`src/rtl/kbd_pkg.sv`:
```
// Shared constants and types for the PS/2 keyboard bus responder.
// Optional build macro: KBD_PARITY_CHECK_EN (enables odd-parity checking and the perr flag).
package kbd_pkg;

  localparam logic [3:0] KBD_ID         = 4'h5;
  localparam logic [3:0] KBD_DATA_OFF   = 4'h0;
  localparam logic [3:0] KBD_STATUS_OFF = 4'h4;

  localparam int ST_NONEMPTY  = 0;
  localparam int ST_FULL      = 1;
  localparam int ST_OVERFLOW  = 2;
  localparam int ST_PERR      = 3;
  localparam int ST_COUNT_LSB = 4;

  typedef enum logic [1:0] {
    RX_IDLE,
    RX_DATA,
    RX_PARITY,
    RX_STOP
  } rx_state_t;

  // PS/2 frames carry odd parity over the 8 data bits plus the parity bit.
  function automatic logic odd_parity_ok(input logic [7:0] data, input logic par);
    return ^{data, par};
  endfunction

endpackage

```
`src/rtl/ps2_frame_rx.sv`:
```
// PS/2 frame receiver: pin synchronisers, falling-edge detect, frame FSM and stall timeout.
// Optional build macro: KBD_PARITY_CHECK_EN (parity bit participates in frame_err).
module ps2_frame_rx
  import kbd_pkg::*;
#(
  parameter int TIMEOUT_CYCLES = 50000
) (
  input  logic       clk,
  input  logic       rst_n,
  input  logic       ps2_clk,
  input  logic       ps2_data,
  output logic       byte_valid,
  output logic [7:0] data_byte,
  output logic       frame_err
);

  localparam int TW = $clog2(TIMEOUT_CYCLES + 1);

  logic            clk_p0, clk_p1, clk_p2;
  logic            dat_p0, dat_p1;
  logic            fall;
  rx_state_t       state;
  logic [2:0]      bit_cnt;
  logic [7:0]      shift;
  logic [TW-1:0]   tcnt;
  logic            frame_bad;

  // Idle-high reset values keep a reset release from looking like a falling edge.
  always_ff @(posedge clk or negedge rst_n) begin
    if (!rst_n) begin
      clk_p0 <= 1'b1;
      clk_p1 <= 1'b1;
      clk_p2 <= 1'b1;
      dat_p0 <= 1'b1;
      dat_p1 <= 1'b1;
    end else begin
      clk_p0 <= ps2_clk;
      clk_p1 <= clk_p0;
      clk_p2 <= clk_p1;
      dat_p0 <= ps2_data;
      dat_p1 <= dat_p0;
    end
  end

  assign fall = clk_p2 & ~clk_p1;

  always_ff @(posedge clk) begin
    if (fall && state == RX_DATA) begin
      shift <= {dat_p1, shift[7:1]};
    end
  end

`ifdef KBD_PARITY_CHECK_EN
  logic par_bit;

  always_ff @(posedge clk) begin
    if (fall && state == RX_PARITY) begin
      par_bit <= dat_p1;
    end
  end

  assign frame_bad = ~dat_p1 | ~odd_parity_ok(shift, par_bit);
`else
  assign frame_bad = ~dat_p1;
`endif

  always_ff @(posedge clk or negedge rst_n) begin
    if (!rst_n) begin
      state      <= RX_IDLE;
      bit_cnt    <= '0;
      tcnt       <= '0;
      byte_valid <= 1'b0;
      frame_err  <= 1'b0;
    end else begin
      byte_valid <= 1'b0;
      frame_err  <= 1'b0;
      if (fall) begin
        tcnt <= '0;
        case (state)
          RX_IDLE: begin
            if (!dat_p1) begin
              state   <= RX_DATA;
              bit_cnt <= '0;
            end
          end
          RX_DATA: begin
            bit_cnt <= bit_cnt + 3'd1;
            if (bit_cnt == 3'd7) begin
              state <= RX_PARITY;
            end
          end
          RX_PARITY: state <= RX_STOP;
          RX_STOP: begin
            byte_valid <= 1'b1;
            frame_err  <= frame_bad;
            state      <= RX_IDLE;
          end
          default: state <= RX_IDLE;
        endcase
      end else if (state == RX_IDLE) begin
        tcnt <= '0;
      end else if (tcnt == TW'(TIMEOUT_CYCLES - 1)) begin
        // Stalled mid-frame: abandon the partial byte silently.
        state <= RX_IDLE;
        tcnt  <= '0;
      end else begin
        tcnt <= tcnt + TW'(1);
      end
    end
  end

  assign data_byte = shift;

endmodule

```
`src/rtl/kbd_responder.sv`:
```
// Keyboard bus responder: scan-code FIFO, sticky status flags and combinational read mux.
// Optional build macro: KBD_PARITY_CHECK_EN (adds the perr flag at STATUS bit 3).
module kbd_responder
  import kbd_pkg::*;
#(
  parameter int FIFO_DEPTH     = 8,
  parameter int TIMEOUT_CYCLES = 50000
) (
  input  logic        clk,
  input  logic        rst_n,
  input  logic        sel,
  input  logic        re,
  input  logic [3:0]  addr,
  output logic [31:0] dout,
  input  logic        ps2_clk,
  input  logic        ps2_data
);

  localparam int AW = $clog2(FIFO_DEPTH);

  logic          byte_valid;
  logic          frame_err;
  logic [7:0]    rx_byte;
  logic [7:0]    mem [FIFO_DEPTH];
  logic [AW-1:0] rd_ptr, wr_ptr;
  logic [AW:0]   count;
  logic          overflow;
  logic          perr_bit;
  logic          nonempty, full;
  logic          rd_data, rd_status;
  logic          pop, push_req, push, drop;
  logic [3:0]    count_lo;

  ps2_frame_rx #(
    .TIMEOUT_CYCLES(TIMEOUT_CYCLES)
  ) u_rx (
    .clk       (clk),
    .rst_n     (rst_n),
    .ps2_clk   (ps2_clk),
    .ps2_data  (ps2_data),
    .byte_valid(byte_valid),
    .data_byte (rx_byte),
    .frame_err (frame_err)
  );

  assign nonempty  = (count != '0);
  assign full      = (count == (AW+1)'(FIFO_DEPTH));
  assign rd_data   = sel & re & (addr == KBD_DATA_OFF);
  assign rd_status = sel & re & (addr == KBD_STATUS_OFF);

  // A pop frees a slot in the same cycle, so a full FIFO can still accept a push.
  assign pop      = rd_data & nonempty;
  assign push_req = byte_valid & ~frame_err;
  assign push     = push_req & (~full | pop);
  assign drop     = push_req & full & ~pop;

  always_ff @(posedge clk) begin
    if (push) begin
      mem[wr_ptr] <= rx_byte;
    end
  end

  always_ff @(posedge clk or negedge rst_n) begin
    if (!rst_n) begin
      rd_ptr   <= '0;
      wr_ptr   <= '0;
      count    <= '0;
      overflow <= 1'b0;
    end else begin
      if (push) begin
        wr_ptr <= wr_ptr + AW'(1);
      end
      if (pop) begin
        rd_ptr <= rd_ptr + AW'(1);
      end
      count <= count + (AW+1)'(push) - (AW+1)'(pop);
      if (drop) begin
        overflow <= 1'b1;
      end else if (rd_status) begin
        overflow <= 1'b0;
      end
    end
  end

`ifdef KBD_PARITY_CHECK_EN
  logic perr;

  always_ff @(posedge clk or negedge rst_n) begin
    if (!rst_n) begin
      perr <= 1'b0;
    end else if (byte_valid && frame_err) begin
      perr <= 1'b1;
    end else if (rd_status) begin
      perr <= 1'b0;
    end
  end

  assign perr_bit = perr;
`else
  assign perr_bit = 1'b0;
`endif

  assign count_lo = 4'(count);

  always_comb begin
    dout = '0;
    if (sel) begin
      case (addr)
        KBD_DATA_OFF: begin
          if (nonempty) begin
            dout = {23'b0, 1'b1, mem[rd_ptr]};
          end
        end
        KBD_STATUS_OFF: begin
          dout[ST_COUNT_LSB +: 4] = count_lo;
          dout[ST_PERR]           = perr_bit;
          dout[ST_OVERFLOW]       = overflow;
          dout[ST_FULL]           = full;
          dout[ST_NONEMPTY]       = nonempty;
        end
        default: dout = '0;
      endcase
    end
  end

endmodule

```
`config.mk`:
```
export PLATFORM = sky130hd
export DESIGN_NAME = kbd_responder
export DESIGN_NICKNAME = d
export VERILOG_FILES = /design/src/rtl/kbd_pkg.sv /design/src/rtl/ps2_frame_rx.sv /design/src/rtl/kbd_responder.sv
export SDC_FILE = /design/constraint.sdc
export NUM_CORES = 1
export LEC_CHECK = 0
export BUFFER_PORTS_ARGS = -buffer_cell sky130_fd_sc_hd__clkbuf_2
export CORE_AREA = 10 10 106 108
export CTS_CLUSTER_DIAMETER = 200
export CTS_CLUSTER_SIZE = 20
export DETAILED_ROUTE_END_ITERATION = 10
export DIE_AREA = 0 0 116 118
export PLACE_DENSITY = 0.85
export SYNTH_ARGS = -nofsm -noshare
export SYNTH_HDL_FRONTEND = slang
export SYNTH_SLANG_ARGS = --single-unit
```
`constraint.sdc`:
```
create_clock -name clk -period 3.6 [get_ports clk]
set_clock_uncertainty 0.2 [all_clocks]
set_input_delay 0.36 -clock clk [delete_from_list [all_inputs] [get_ports clk]]
set_output_delay 0.36 -clock clk [all_outputs]
set_load 0.005 [all_outputs]
```
### Word level (Yosys, flattened, before mapping)

Memory sizes are Yosys's and may differ from the RTL's.
Cells that the tools add are included.

| word-level totals | value |
|---|---|
| memories kept | 1 |
| memory bits (writable) | 64 |
| bits of input ports | 10 |
| output and inout bits | 32 |
| logic and storage cells | 79 |
| register bits | 47 |

Memories:

| name | depth | bits a word | read ports | clocked after memory_dff | wr ports | line | source |
|---|---|---|---|---|---|---|---|
| mem | 8 | 8 | 1 | 0 | 1 | kbd_responder.sv:24 | `logic [7:0] mem [FIFO_DEPTH];` |

| cells by class | value |
|---|---|
| muxes and demuxes | 23 |
| equal/unequal tests | 10 |
| $add $sub $neg | 6 |
| reductions and logical operators | 9 |
| bitwise gates (word level) | 15 |

Operators by type and width:

| operator | number |
|---|---|
| 16-bit 2-to-1 mux | 3 |
| 32-bit 2-to-1 mux | 1 |
| 24-bit 2-to-1 mux | 1 |
| 16-bit by 1-bit adder with 16-bit output, second input constant | 1 |
| 16-bit equality test, second input constant | 1 |
| 8-bit one-hot mux with 2 select lines | 1 |
| 2-bit 2-to-1 mux | 5 |
| 3-bit by 1-bit adder with 3-bit output, second input constant | 3 |
| 1-bit bitwise AND | 9 |
| 9-bit 2-to-1 mux | 1 |
| 1-bit 2-to-1 mux | 8 |
| 2-bit one-hot mux with 4 select lines | 1 |
| 3-bit one-hot mux with 2 select lines | 1 |
| 2-bit nonzero test | 3 |
| 1-bit inverter | 5 |
| 4-bit by 1-bit adder with 4-bit output | 1 |
| 2-bit equality test, second input constant | 2 |
| 4-bit by 3-bit equality test with 1-bit output, second input constant | 1 |
| 4-bit equality test, second input constant | 1 |
| 4-bit zero test | 1 |
| 4-bit AND reduction | 1 |
| 4-bit nonzero test | 1 |
| 4-bit by 1-bit subtractor with 4-bit output | 1 |
| 3-bit equality test, second input constant | 1 |
| other kinds (9) | 9 |

### Longest topological paths before layout

| logic depth | value |
|---|---|
| depth in word-level cells | 7 |
| gate-level depth with buffers | 9 |
| mapped depth without buffers | 9 |

### Hierarchy

A second synthesis with hierarchy kept.

| second synthesis, totals | value |
|---|---|
| cell total of the unflattened synthesis | 328 |
| area, all modules | 4964.8 um^2 |

By module, submodules not included:

| module | cells an instance | area each (um^2) | instances | seq. area each (um^2) |
|---|---|---|---|---|
| kbd_responder | 199 | 3379.5 | 1 | 2197.1 |
| ps2_frame_rx | 129 | 1585.3 | 1 | 947.2 |

### Least setup slack after synthesis

No wires, ideal clock.

| timing path | value |
|---|---|
| path type | input to register |
| start point | input port addr[1] |
| end point | memory mem[1][0], enable pin |
| cell stages on the path | 4 |
| library setup time | 0.383 ns |
| setup slack | 0.978 ns |
| path buffers | 0 |
| data arrival time | 2.038 ns |
| data required time | 3.017 ns |
| path through | or4b_4 -> o311ai_4 -> nand3_1 -> nor3_1 |

| on the way | value |
|---|---|
| word-level cells in the longest chain between the ends | 7 |

Ends and longest elaborated chain:

| element | line | source |
|---|---|---|
| from (decl) | kbd_responder.sv:13 | `input logic [3:0] addr,` |
| 4-bit zero test | kbd_responder.sv:48 | `assign rd_data = sel & re & (addr == KBD_DATA_OFF);` |
| 1-bit bitwise AND | kbd_responder.sv:48 |  |
| 1-bit bitwise AND | kbd_responder.sv:52 | `assign pop = rd_data & nonempty;` |
| 1-bit OR | kbd_responder.sv:54 | `assign push = push_req & (~full \| pop);` |
| 1-bit bitwise AND | kbd_responder.sv:54 |  |
| 1-bit 2-to-1 mux | kbd_responder.sv:58 | `if (push) begin` |
| 1-bit 2-to-1 mux (implied by the code) | kbd_responder.sv:59 | `mem[wr_ptr] <= rx_byte;` |
| to (decl) | kbd_responder.sv:24 |  |

No other way between the ends.

### Worst setup path after layout

| timing path | value |
|---|---|
| start point | register rd_ptr[0] |
| end point | output port dout[1] |

| on the way | value |
|---|---|
| word-level cells in the longest chain between the ends | 4 |

Ends and longest elaborated chain:

| element | line | source |
|---|---|---|
| from (decl) | kbd_responder.sv:25 | `logic [AW-1:0] rd_ptr, wr_ptr;` |
| from (signal assigned) | kbd_responder.sv:74 | `rd_ptr <= rd_ptr + AW'(1);` |
| memory read 8 x 8 bit | - |  |
| 9-bit 2-to-1 mux | kbd_responder.sv:110 | `if (nonempty) begin` |
| 8-bit one-hot mux with 2 select lines | kbd_responder.sv:108 | `case (addr)` |
| 32-bit 2-to-1 mux | kbd_responder.sv:107 | `if (sel) begin` |
| to (decl) | kbd_responder.sv:14 | `output logic [31:0] dout,` |

No other way between the ends.

==> run_summary.xml <==
<?xml version="1.0" encoding="UTF-8"?>
<metrics>
  <group name="logic_synthesis">
    <metric name="synth_area" unit="um2">4921</metric>
    <metric name="synth.yosys.seq_area_share" unit="">0.6390</metric>
    <metric name="synth_compound_gate_area_share" unit="">0.03560</metric>
    <metric name="synth.yosys.warnings" unit="">0</metric>
    <metric name="mux_contribution_to_synthesized_area" unit="">0.09840</metric>
    <metric name="post_synth_and_or_nand_nor_area_fraction" unit="">0.09509</metric>
    <metric name="yosys.area_share.adder" unit="">0.03966</metric>
    <metric name="synth_seq_cells" unit="">111</metric>
    <metric name="async_reset_ff_frac" unit="">0.3514</metric>
    <metric name="synth_xor_area_frac" unit="">0.03560</metric>
    <metric name="syn_avg_cell_area" unit="um2">15.14</metric>
    <metric name="synth-edff-count" unit="">72</metric>
    <metric name="synth_cells" unit="">325</metric>
    <metric name="synth_flop_cell" unit="">sky130_fd_sc_hd__edfxtp_1</metric>
    <metric name="synth_top_family_by_area" unit="">multiplexers</metric>
    <metric name="yosys.cell_types.count" unit="">49</metric>
  </group>
  <group name="sta">
    <metric name="unrepaired_setup_endpoints_after_global_routing" unit="">no</metric>
    <metric name="period_minus_slack" unit="ps">3051</metric>
    <metric name="timing.fmax" unit="MHz">327.8</metric>
    <metric name="relSlewSlack" unit="">0.3622</metric>
    <metric name="timing_max_transition_violations_final" unit="">0</metric>
    <metric name="layout_worst_path_cycle_share" unit="">0.8474</metric>
    <metric name="worstMarginPinSlew" unit="ps">956.7</metric>
    <metric name="timing.setup.tns" unit="ps">0</metric>
    <metric name="final_setup_violation_count" unit="">0</metric>
    <metric name="timing.final.hold_violations" unit="">0</metric>
  </group>
  <group name="grt">
    <metric name="grt_overflow" unit="">0</metric>
    <metric name="grt_util_all_layers" unit="">0.1240</metric>
    <metric name="number_of_antenna_violations_at_the_first_check_in_global_routing" unit="">0</metric>
    <metric name="gr-usage-met3" unit="">0.02548</metric>
    <metric name="global_route_met2_utilization" unit="">0.2013</metric>
    <metric name="via_count_of_the_first_global_routing_pass" unit="">2664</metric>
    <metric name="first_pass_grt_wire_length" unit="um">13410</metric>
    <metric name="grt_busiest_layer" unit="">met2</metric>
    <metric name="grt_max_degree" unit="">40</metric>
    <metric name="globalRouteMet1Util" unit="">0.1535</metric>
  </group>
  <group name="setup_path">
    <metric name="timing.critical_path.fanout_max" unit="">14</metric>
    <metric name="worst_setup_path_end_kind" unit="">output port</metric>
    <metric name="critical_path.top_delay_family" unit="">multiplexers</metric>
    <metric name="cp_data_required_time" unit="ps">3040</metric>
    <metric name="critical_path.cell_chain" unit="">mux4_2 &gt; mux2_2 &gt; a32o_1 &gt; clkbuf_2</metric>
    <metric name="cp_data_arrival_time" unit="ps">2490</metric>
    <metric name="critical-path-max-stage-delay" unit="ps">880</metric>
    <metric name="critical_path.n_buffers_inverters" unit="">1</metric>
    <metric name="crit_slowest_cell" unit="">sky130_fd_sc_hd__dfrtp_1</metric>
    <metric name="worst-setup-path-type" unit="">register to output port</metric>
    <metric name="setup.worst_path.start_class" unit="">register</metric>
  </group>
  <group name="placed_design">
    <metric name="placement.io_buffers" unit="">18</metric>
    <metric name="place_congestion" unit="">0.8170</metric>
    <metric name="dp.cells" unit="">448</metric>
    <metric name="dp.final_hpwl" unit="um">5894</metric>
    <metric name="detailed_place.area" unit="um2">5032</metric>
  </group>
  <group name="drt">
    <metric name="totalWireLength" unit="um">8226</metric>
    <metric name="wl_per_cell" unit="um">17.61</metric>
    <metric name="vias_per_cell" unit="">5.465</metric>
    <metric name="initialDrtViolationCount" unit="">227</metric>
    <metric name="routed-via-count" unit="">2552</metric>
    <metric name="drt_pre_antenna_iters" unit="">5</metric>
    <metric name="final_antenna_net_count" unit="">0</metric>
    <metric name="remaining_drc_errors" unit="">0</metric>
  </group>
  <group name="clock_network">
    <metric name="post-cts-setup-buffer-count" unit="">0</metric>
    <metric name="h-tree-depth" unit="">3</metric>
    <metric name="cts-buffers-inserted" unit="">9</metric>
    <metric name="cts_tree" unit="">built</metric>
    <metric name="post_cts_resize_count" unit="">0</metric>
    <metric name="clkLatencyLatePin" unit="ps">370</metric>
    <metric name="cts-hold-fix-buffers" unit="">3</metric>
    <metric name="clock_root_cell" unit="">sky130_fd_sc_hd__clkbuf_8</metric>
    <metric name="clock_sinks" unit="">111</metric>
    <metric name="cts-root-to-sink-buffers" unit="">2</metric>
    <metric name="clk_pin_slew_worst_paths" unit="ps">110</metric>
  </group>
  <group name="job">
    <metric name="max_cap_viol_count" unit="">0</metric>
  </group>
  <group name="floorplanning">
    <metric name="top_level_ports" unit="">42</metric>
    <metric name="die_h" unit="um">118</metric>
    <metric name="initial_core_util" unit="">0.5402</metric>
    <metric name="die_x" unit="um">116</metric>
    <metric name="dieArea" unit="um2">13690</metric>
    <metric name="coreArea" unit="um2">9109</metric>
    <metric name="std_cell_rows" unit="">35</metric>
  </group>
  <group name="pwr">
    <metric name="power_per_cell_area" unit="nW/um2">572.3</metric>
    <metric name="cellLeakagePower" unit="nW">1.955</metric>
    <metric name="vdd_ir_drop_max" unit="mV">0.2819</metric>
  </group>
  <group name="min_path">
    <metric name="hold_path.class" unit="">primary input to register</metric>
  </group>
  <group name="final_layout">
    <metric name="antenna_cells_inserted" unit="">0</metric>
    <metric name="final_layout_size_suffix_gt1_frac" unit="">0.2107</metric>
    <metric name="stdcell_area" unit="um2">5274</metric>
    <metric name="finalNetCount" unit="">376</metric>
    <metric name="area_growth_syn_to_layout" unit="%">7.170</metric>
    <metric name="finalNonFillerCells" unit="">467</metric>
  </group>
  <group name="outcome">
    <metric name="status" unit="">complete, no violations</metric>
  </group>
</metrics>
cells by family (layout without fill, tap and decap cells):
kind of cell / after synthesis / after routing
adders and majority gates: 15 / 15
muxes: 27 / 27
and+or+nand+nor: 86 / 86
buffers and inverters: 44 / 53
other: 1 / 23
xor gates and xnor gates: 20 / 20
DFF: 111 / 111
AOI/OAI and AO/OA: 21 / 21
per-stage QoR:
| stage | setup WS, ps | hold WS, ps | utilization | power (mW) |
|---|---|---|---|---|
| floorplan | 978.5 | -135.6 | - | 2.146 |
| global placement | 858.7 | 145.8 | 0.5525 | 2.238 |
| detailed placement | 798.0 | 147.3 | 0.5525 | 2.280 |
| CTS | 468.4 | 97.33 | 0.5790 | 3.040 |
| global route | 373.7 | 136.3 | 0.5790 | 3.181 |
| finish | 549.3 | 108.3 | 0.5790 | 3.018 |
worst min-delay path, cell delays in order:
cell and delay [ps]:
sky130_fd_sc_hd__clkbuf_2 110, sky130_fd_sc_hd__nand2_1 60, sky130_fd_sc_hd__a22o_1 110
flip-flops by register name, summed over array words and instances, names as in the netlist, 2 cells and up:
name and count:
u_rx.tcnt 16, wr_ptr 3, mem 64, count 4, rd_ptr 3, u_rx.state 2
u_rx.data_byte 8, u_rx.bit_cnt 3
layout make-up:
class | count | area [um2]
Multi-Input combinational cell | 192 | 1584
Clock inverter | 7 | 87.58
Timing Repair Buffer | 25 | 150.1
Fill cell | 688 | 3835
Sequential cell | 111 | 3144
Inverter | 12 | 45.04
Tap cell | 111 | 138.9
Clock buffer | 9 | 123.9
synth_stat cells (2+ instances only):
cell type	number	area share
sky130_fd_sc_hd__xor2_1	3	0.0053
sky130_fd_sc_hd__inv_1	12	0.0092
sky130_fd_sc_hd__nand3b_1	2	0.0031
sky130_fd_sc_hd__o211ai_1	2	0.0031
sky130_fd_sc_hd__nor2_1	27	0.021
sky130_fd_sc_hd__edfxtp_1	72	0.44
sky130_fd_sc_hd__or4bb_1	2	0.0046
sky130_fd_sc_hd__nor2b_1	2	0.0025
sky130_fd_sc_hd__nor3_1	9	0.0092
sky130_fd_sc_hd__and2_1	2	0.0025
sky130_fd_sc_hd__nand4_1	4	0.0051
sky130_fd_sc_hd__nand2_1	9	0.0069
sky130_fd_sc_hd__buf_2	4	0.0041
sky130_fd_sc_hd__mux2i_1	3	0.0061
sky130_fd_sc_hd__nand2b_1	2	0.0025
sky130_fd_sc_hd__a22o_1	8	0.014
sky130_fd_sc_hd__o21ai_0	3	0.0031
sky130_fd_sc_hd__mux2_2	7	0.016
sky130_fd_sc_hd__buf_6	2	0.0046
sky130_fd_sc_hd__xnor2_1	17	0.030
sky130_fd_sc_hd__buf_4	24	0.037
sky130_fd_sc_hd__dfstp_2	5	0.027
sky130_fd_sc_hd__ha_1	14	0.036
sky130_fd_sc_hd__dfrtp_1	34	0.17
sky130_fd_sc_hd__mux4_2	16	0.073
sky130_fd_sc_hd__a21oi_1	3	0.0031
sky130_fd_sc_hd__nand3_1	9	0.0092
sky130_fd_sc_hd__nor4_1	5	0.0064
sky130_fd_sc_hd__or3b_2	3	0.0053
final timing paths:
check                             from              to  slack [ps]  depth (start not counted)
max in group asynchronous        rst_n  u_rx.frame_err        2150                          2
min reg2reg                u_rx.clk_p0     u_rx.clk_p1         160                          0
max                          rd_ptr[0]         dout[1]         550                          4
min                                 re        overflow         110                          3
max reg2reg                   count[2]       mem[3][6]         930                          6
min in group asynchronous        rst_n   u_rx.tcnt[12]         450                          2
report_power, final:
group	switching [mW]	internal [mW]	total, mW
sequential	0.162	1.47	1.63
clock	0.433	0.337	0.770
combinational	0.289	0.325	0.614
placed cells by master (no fill, tap or decap), drive strengths merged, types with 5 or more instances in the layout:
cell / instances
dfstp: 5
conb: 23
mux2: 8
xnor2: 17
dfrtp: 34
nand3: 9
edfxtp: 72
mux4: 16
nor3: 9
inv: 15
ha: 14
nor4: 6
a22o: 8
nor2: 27
nand2: 10
clkbuf: 27
layer usage:
metal | wire length [um] | vias to the layer above | share of wire
li1 | - | 1209 | -
met1 | 3481 | 1260 | 0.42
met2 | 4128 | 72 | 0.50
met3 | 480 | 11 | 0.058
met4 | 135 | 0 | 0.016
met5 | 0 | - | 0
Note: power is estimated with default switching activity, not from simulation.
